**config.mk**
```make
export PLATFORM = sky130hd
export DESIGN_NAME = sram_port_arbiter
export DESIGN_NICKNAME = d
export VERILOG_FILES = /design/src/rtl/sram_port_arbiter.sv
export SDC_FILE = /design/constraint.sdc
export NUM_CORES = 1
export LEC_CHECK = 0
export CORE_AREA = 5 5 116 118
export CTS_BUF_LIST = sky130_fd_sc_hd__clkbuf_4 sky130_fd_sc_hd__clkbuf_8 sky130_fd_sc_hd__clkbuf_16
export DETAILED_ROUTE_END_ITERATION = 6
export DIE_AREA = 0 0 121 123
export PLACE_DENSITY = 0.55
export REMOVE_ABC_BUFFERS = 1
export SYNTH_ARGS = -nofsm -noshare
export SYNTH_HDL_FRONTEND = slang
export SYNTH_SLANG_ARGS = --single-unit
export TNS_END_PERCENT = 5
```
**constraint.sdc**
```tcl
create_clock -name clk -period 3.15 [get_ports clk]
set_input_delay 0.315 -clock clk [delete_from_list [all_inputs] [get_ports clk]]
set_output_delay 0.315 -clock clk [all_outputs]
set_load 0.01 [all_outputs]
```
**src/rtl/sram_port_arbiter.sv**
```systemverilog
// sram_port_arbiter
// Shares one single-port synchronous SRAM (1-cycle read latency) between the
// instruction-fetch port and the data-memory port. The data port has
// priority; an instruction request denied MAX_WAIT consecutive cycles is
// force-granted for one cycle. Read responses are steered back to the port
// that issued the read, one cycle after its grant.
//
// Ports:
//   clk, resetn                     clock, asynchronous active-low reset
//   inst_req/we/addr/wdata          instruction-port request (held until ready)
//   inst_ready/rvalid/rdata         instruction-port grant and read response
//   data_req/we/addr/wdata          data-port request (held until ready)
//   data_ready/rvalid/rdata         data-port grant and read response
//   mem_en/we/addr/wdata            SRAM command, driven from the granted port
//   mem_rdata                       SRAM read data, valid one cycle after a read
//
// Optional build macro ARB_PERF_EN adds perf_conflict_cnt (cycles with both
// ports requesting) and perf_force_cnt (starvation-forced instruction grants).
module sram_port_arbiter #(
  parameter int ADDR_W   = 32,
  parameter int DATA_W   = 32,
  parameter int MAX_WAIT = 4
) (
  input  logic                clk,
  input  logic                resetn,
  input  logic                inst_req,
  input  logic [DATA_W/8-1:0] inst_we,
  input  logic [ADDR_W-1:0]   inst_addr,
  input  logic [DATA_W-1:0]   inst_wdata,
  output logic                inst_ready,
  output logic                inst_rvalid,
  output logic [DATA_W-1:0]   inst_rdata,
  input  logic                data_req,
  input  logic [DATA_W/8-1:0] data_we,
  input  logic [ADDR_W-1:0]   data_addr,
  input  logic [DATA_W-1:0]   data_wdata,
  output logic                data_ready,
  output logic                data_rvalid,
  output logic [DATA_W-1:0]   data_rdata,
  output logic                mem_en,
  output logic [DATA_W/8-1:0] mem_we,
  output logic [ADDR_W-1:0]   mem_addr,
  output logic [DATA_W-1:0]   mem_wdata,
  input  logic [DATA_W-1:0]   mem_rdata
`ifdef ARB_PERF_EN
  ,
  output logic [31:0]         perf_conflict_cnt,
  output logic [31:0]         perf_force_cnt
`endif
);

  localparam logic [3:0] WAIT_LIMIT = 4'(MAX_WAIT);

  typedef enum logic [1:0] {
    OWN_NONE = 2'd0,
    OWN_INST = 2'd1,
    OWN_DATA = 2'd2
  } own_t;

  own_t       resp_own_p1;
  own_t       resp_own_nxt;
  logic [3:0] wait_cnt;
  logic [3:0] wait_cnt_nxt;
  logic       force_inst;
  logic       grant_inst;
  logic       grant_data;

  // Grants are gated by resetn so every output is quiet while in reset.
  always_comb begin
    force_inst = inst_req && (wait_cnt == WAIT_LIMIT);
    grant_inst = resetn && inst_req && (!data_req || force_inst);
    grant_data = resetn && data_req && !grant_inst;
  end

  always_comb begin
    mem_we    = '0;
    mem_addr  = '0;
    mem_wdata = '0;
    if (grant_inst) begin
      mem_we    = inst_we;
      mem_addr  = inst_addr;
      mem_wdata = inst_wdata;
    end else if (grant_data) begin
      mem_we    = data_we;
      mem_addr  = data_addr;
      mem_wdata = data_wdata;
    end
  end

  assign mem_en     = grant_inst || grant_data;
  assign inst_ready = grant_inst;
  assign data_ready = grant_data;

  // Only reads produce a response; writes leave the response slot empty.
  always_comb begin
    resp_own_nxt = OWN_NONE;
    if (grant_inst && (inst_we == '0)) begin
      resp_own_nxt = OWN_INST;
    end else if (grant_data && (data_we == '0)) begin
      resp_own_nxt = OWN_DATA;
    end
  end

  // Denial streak of a pending instruction request, saturating at the limit.
  always_comb begin
    wait_cnt_nxt = wait_cnt;
    if (!inst_req || grant_inst) begin
      wait_cnt_nxt = '0;
    end else if (wait_cnt != WAIT_LIMIT) begin
      wait_cnt_nxt = wait_cnt + 4'd1;
    end
  end

  // Stage p0 -> p1: grant decision registered as response owner.
  always_ff @(posedge clk or negedge resetn) begin
    if (!resetn) begin
      resp_own_p1 <= OWN_NONE;
      wait_cnt    <= '0;
    end else begin
      resp_own_p1 <= resp_own_nxt;
      wait_cnt    <= wait_cnt_nxt;
    end
  end

  assign inst_rvalid = (resp_own_p1 == OWN_INST);
  assign data_rvalid = (resp_own_p1 == OWN_DATA);
  assign inst_rdata  = inst_rvalid ? mem_rdata : '0;
  assign data_rdata  = data_rvalid ? mem_rdata : '0;

`ifdef ARB_PERF_EN
  always_ff @(posedge clk or negedge resetn) begin
    if (!resetn) begin
      perf_conflict_cnt <= '0;
      perf_force_cnt    <= '0;
    end else begin
      if (inst_req && data_req) begin
        perf_conflict_cnt <= perf_conflict_cnt + 32'd1;
      end
      if (grant_inst && force_inst) begin
        perf_force_cnt <= perf_force_cnt + 32'd1;
      end
    end
  end
`endif

endmodule

```
==> impl.org <==
** Pwr
- P_leak :: 1.86 nW
- Worst VDD drop :: 122 uV
- In this run the power density over the cells is 167 mW/mm^2.

** Synthesis
- After synthesis the cells add up to 0.00156 mm^2.
- The share of synthesized area in the top cell type comes to 38.3%.
- Avg Inst Size Synth :: 8.32 um^2
- Ranked by total cell area, the synthesized netlist is headed by sky130_fd_sc_hd__a22o_1 38%, sky130_fd_sc_hd__and2_1 27%, sky130_fd_sc_hd__buf_6 10%.
- Synthesis produced a netlist whose cell count is 187.
- The synthesized design contains 6 register bits.
- Counting distinct cell types in the post-synthesis netlist gives 21.
- Sequential fraction of the synthesis area :: 9.65%
- The synthesized design spends more area on one cell type than any other, namely sky130_fd_sc_hd__a22o_1.
- Warning count from the yosys run :: 0

** Clock tree
- The longest clock path from root to sink contains 2 buffers.
- The tree built by TritonCTS fans out to 6 sinks.
- The tree is rooted in a sky130_fd_sc_hd__clkbuf_16.
- TritonCTS clock tree :: done
- Clock latency on the worst-skew pair :: 0.23 ns
- Total clock buffers created by CTS :: 3
- Post-CTS Hold Buffers :: 0
- CTS built an H-tree with a depth of 1.
- Post-CTS repair changed the size of 0 cells.
- Number of buffers inserted to repair setup after CTS :: 0
- After clock tree synthesis, the clock-pin slew on the worst setup and hold paths is 0.03 ns.

** STA
- Subtracting the final worst setup slack from the clock period gives 2.75 ns.
- Achievable clock frequency :: 364 MHz
- For the final routed database, the setup TNS stands at 0 ns.
- For the pin with the worst max-slew slack, the measured transition is 0.449 ns.
- Setup Skew :: 0.000610 ns
- Setup violations remaining at the end of the flow were counted as 0.
- Measured against its own limit, the worst slew margin works out to 69.8%.
- Hold violation total from the final report :: 0
- The max-slew violation count came to 0.
- Fraction of the cycle the final worst path needs :: 87.2%
- Setup repair after global routing left no endpoint under its margin.

** Die
- During I/O placement, the number of pins put on the boundary was 309.
- Total number of placement rows :: 41
- The die covers 0.0149 mm^2.
- Core area :: 0.0124 mm^2
- Once the floorplan was initialized, standard cells occupied 12.6% of the core.
- Die Width :: 121 um
- Die span in y :: 123 um

** Detailed routing
- In this run the remaining antenna-violating nets after routing total 0.
- Per-cell routed wire length :: 18.1 um
- Detailed-route DRC error count :: 0
- Routed wire length :: 11900 um
- The detailed router finished its first iteration with 46 violations.
- Via Count :: 2694
- After detailed routing, the number of vias per cell comes to 4.10.
- The pre-antenna-repair detailed-routing pass consisted of 4 iterations.

** Layout
- The top cell types in the final layout, fill and taps aside, are 307 x sky130_fd_sc_hd__clkdlybuf4s50_1, 68 x sky130_fd_sc_hd__a22o_1, 66 x sky130_fd_sc_hd__and2_1, 6 x sky130_fd_sc_hd__dfrtp_1, 5 x sky130_fd_sc_hd__buf_4.
- From synthesis to final layout, the design area changed by 210%.
- Core occupancy in the finished layout :: 39.0%
- The finished layout holds 657 standard cells, fillers aside.
- Cells with a size suffix above 1 make up 2.89% of the layout.
- Commonest non-fill, non-tap cell in the layout :: sky130_fd_sc_hd__clkdlybuf4s50_1
- Nets@finish :: 660
- The layout has 1291 filler cells.

** Worst setup path
- The cell family contributing the most delay on the critical path is buffers and inverters.
- Library cell contributing the largest single delay on the critical path :: sky130_fd_sc_hd__clkdlybuf4s50_1
- For the worst flop-to-flop path, the logic depth is 6.
- Signal arrival time at the worst endpoint :: 2.43 ns
- Type of element launching the critical path :: flip-flop
- For the worst setup path, the data required time is 2.83 ns.
- Critical path buffer and inverter count :: 3
- Terminus of the critical flop-to-flop path :: resp_own_p1[1]
- Top fanout value on the critical path :: 69
- The startpoint identified for the worst register-to-register timing path is wait_cnt[0].
- Across all register-to-register paths, the minimum setup slack is 1.52 ns.
- Cells along the critical path :: inv_1 > ha_1 > and3b_4 > a21oi_4 > buf_12 > a22o_1 > clkdlybuf4s50_1
- Endpoint kind of the worst setup timing path :: output pin
- The critical path is of the reg -> out type.
- Slowest cell delay on critical path :: 0.58 ns

** Worst hold path
- The min-delay analysis places its worst path in the category in -> async.

** Status
- Result of the run :: finished, final reports clean

** Place
- IO Port Bufs :: 308
- Number of placed instances, taps included :: 653
- The wire-length estimate of the detail-placed layout is 10700 um.
- At the end of routability-driven placement, the weighted congestion stood at 0.816.

** Job
- Max-capacitance violation count :: 0

** GRT
- Largest net degree at the start of global routing :: 70
- Antenna violations before repair :: 3
- The first global-routing pass estimated 16000 um of wire.
- The number of global-route vias before repair was 2801.
- Overall Global Routing Usage :: 13.9%
- Summed over all layers, the global routing overflow is 0.
==> worst reg2reg max path: stages (launching register included) <==
cell                      delay [ns]
sky130_fd_sc_hd__dfrtp_1        0.36
sky130_fd_sc_hd__inv_1          0.08
sky130_fd_sc_hd__ha_1           0.25
sky130_fd_sc_hd__and3b_4        0.23
sky130_fd_sc_hd__a21oi_4        0.18
sky130_fd_sc_hd__buf_12         0.28
sky130_fd_sc_hd__and2_1         0.19
==> metal layers <==
layer  up-vias  global-route usage [%]  wire [um]
li1       1295                       -          -
met1      1169                    13.9       4160
met5         -                       0         30
met2       203                    24.6       5670
met3        23                    7.00       1610
met4         4                    5.59        407
==> cells by family after synthesis <==
group           count (synthesis)  share of synthesized area (%)
mux                             2                           1.29
buf+inv                        23                           12.3
simple gates                   79                           32.2
fa+ha+maj                       2                           1.61
xor+xnor                        2                           1.13
compound gates                 73                           41.8
flops                           6                           9.65
==> flip-flops by register name, summed over array words and instances, names as in the netlist <==
name         count
resp_own_p1      2
wait_cnt         4
==> per-stage QoR <==
step,hold WS (ns),power [mW],instance area (um^2),setup slack [ns]
2_1_floorplan,0.0194,0.219,1380,0.722
3_3_place_gp,0.624,0.606,4740,0.483
3_5_place_dp,0.652,0.610,4740,0.461
4_1_cts,0.435,0.813,4820,0.364
5_1_grt,0.464,0.843,4820,0.286
6_report,0.431,0.806,4820,0.404
==> area by class of cell <==
| cell class | instances | area [um^2] | area share, % |
|---|---|---|---|
| Multi-Input combinational cell | 158 | 1210 | 25.2 |
| Tap cell | 172 | 215 | 4.47 |
| Timing Repair Buffer | 314 | 3150 | 65.4 |
| Inverter | 3 | 11.3 | 0.234 |
| Antenna cell | 1 | 2.50 | 0.0519 |
| Clock buffer | 3 | 75.1 | 1.56 |
| Sequential cell | 6 | 150 | 3.12 |
==> worst max path at each step <==
| stage | startpoint | end | slack, ns | cells past startpoint |
|---|---|---|---|---|
| finish | wait_cnt[0] | mem_wdata[10] | 0.40 | 7 |
| global route | wait_cnt[0] | mem_wdata[10] | 0.29 | 7 |
| CTS | wait_cnt[0] | mem_wdata[10] | 0.36 | 7 |
| detailed placement | resetn | mem_wdata[10] | 0.46 | 7 |
| global placement | resetn | mem_wdata[10] | 0.48 | 7 |
| floorplan | wait_cnt[0] | mem_addr[0] | 0.72 | 5 |
==> power breakdown <==
group	total (mW)	leakage, nW	switching [mW]	internal (mW)
Clock	0.203	0.0370	0.0400	0.163
Combinational	0.518	1.74	0.170	0.348
Sequential	0.0853	0.0820	0.00404	0.0813
Total	0.806	1.86	0.214	0.592
==> synthesized netlist by cell type (all sizes together) <==
| cell | number |
|---|---|
| a211oi | 1 |
| a21boi | 1 |
| a21oi | 2 |
| a22o | 68 |
| and2 | 66 |
| and3b | 1 |
| buf | 14 |
| clkbuf | 6 |
| dfrtp | 6 |
| ha | 2 |
| inv | 3 |
| mux2i | 2 |
| nand2 | 2 |
| nand3 | 1 |
| nand3b | 1 |
| nor2 | 1 |
| nor2b | 2 |
| nor3 | 3 |
| nor4 | 2 |
| o21a | 1 |
| xnor2 | 2 |
Power figures use the tool's default switching activity.
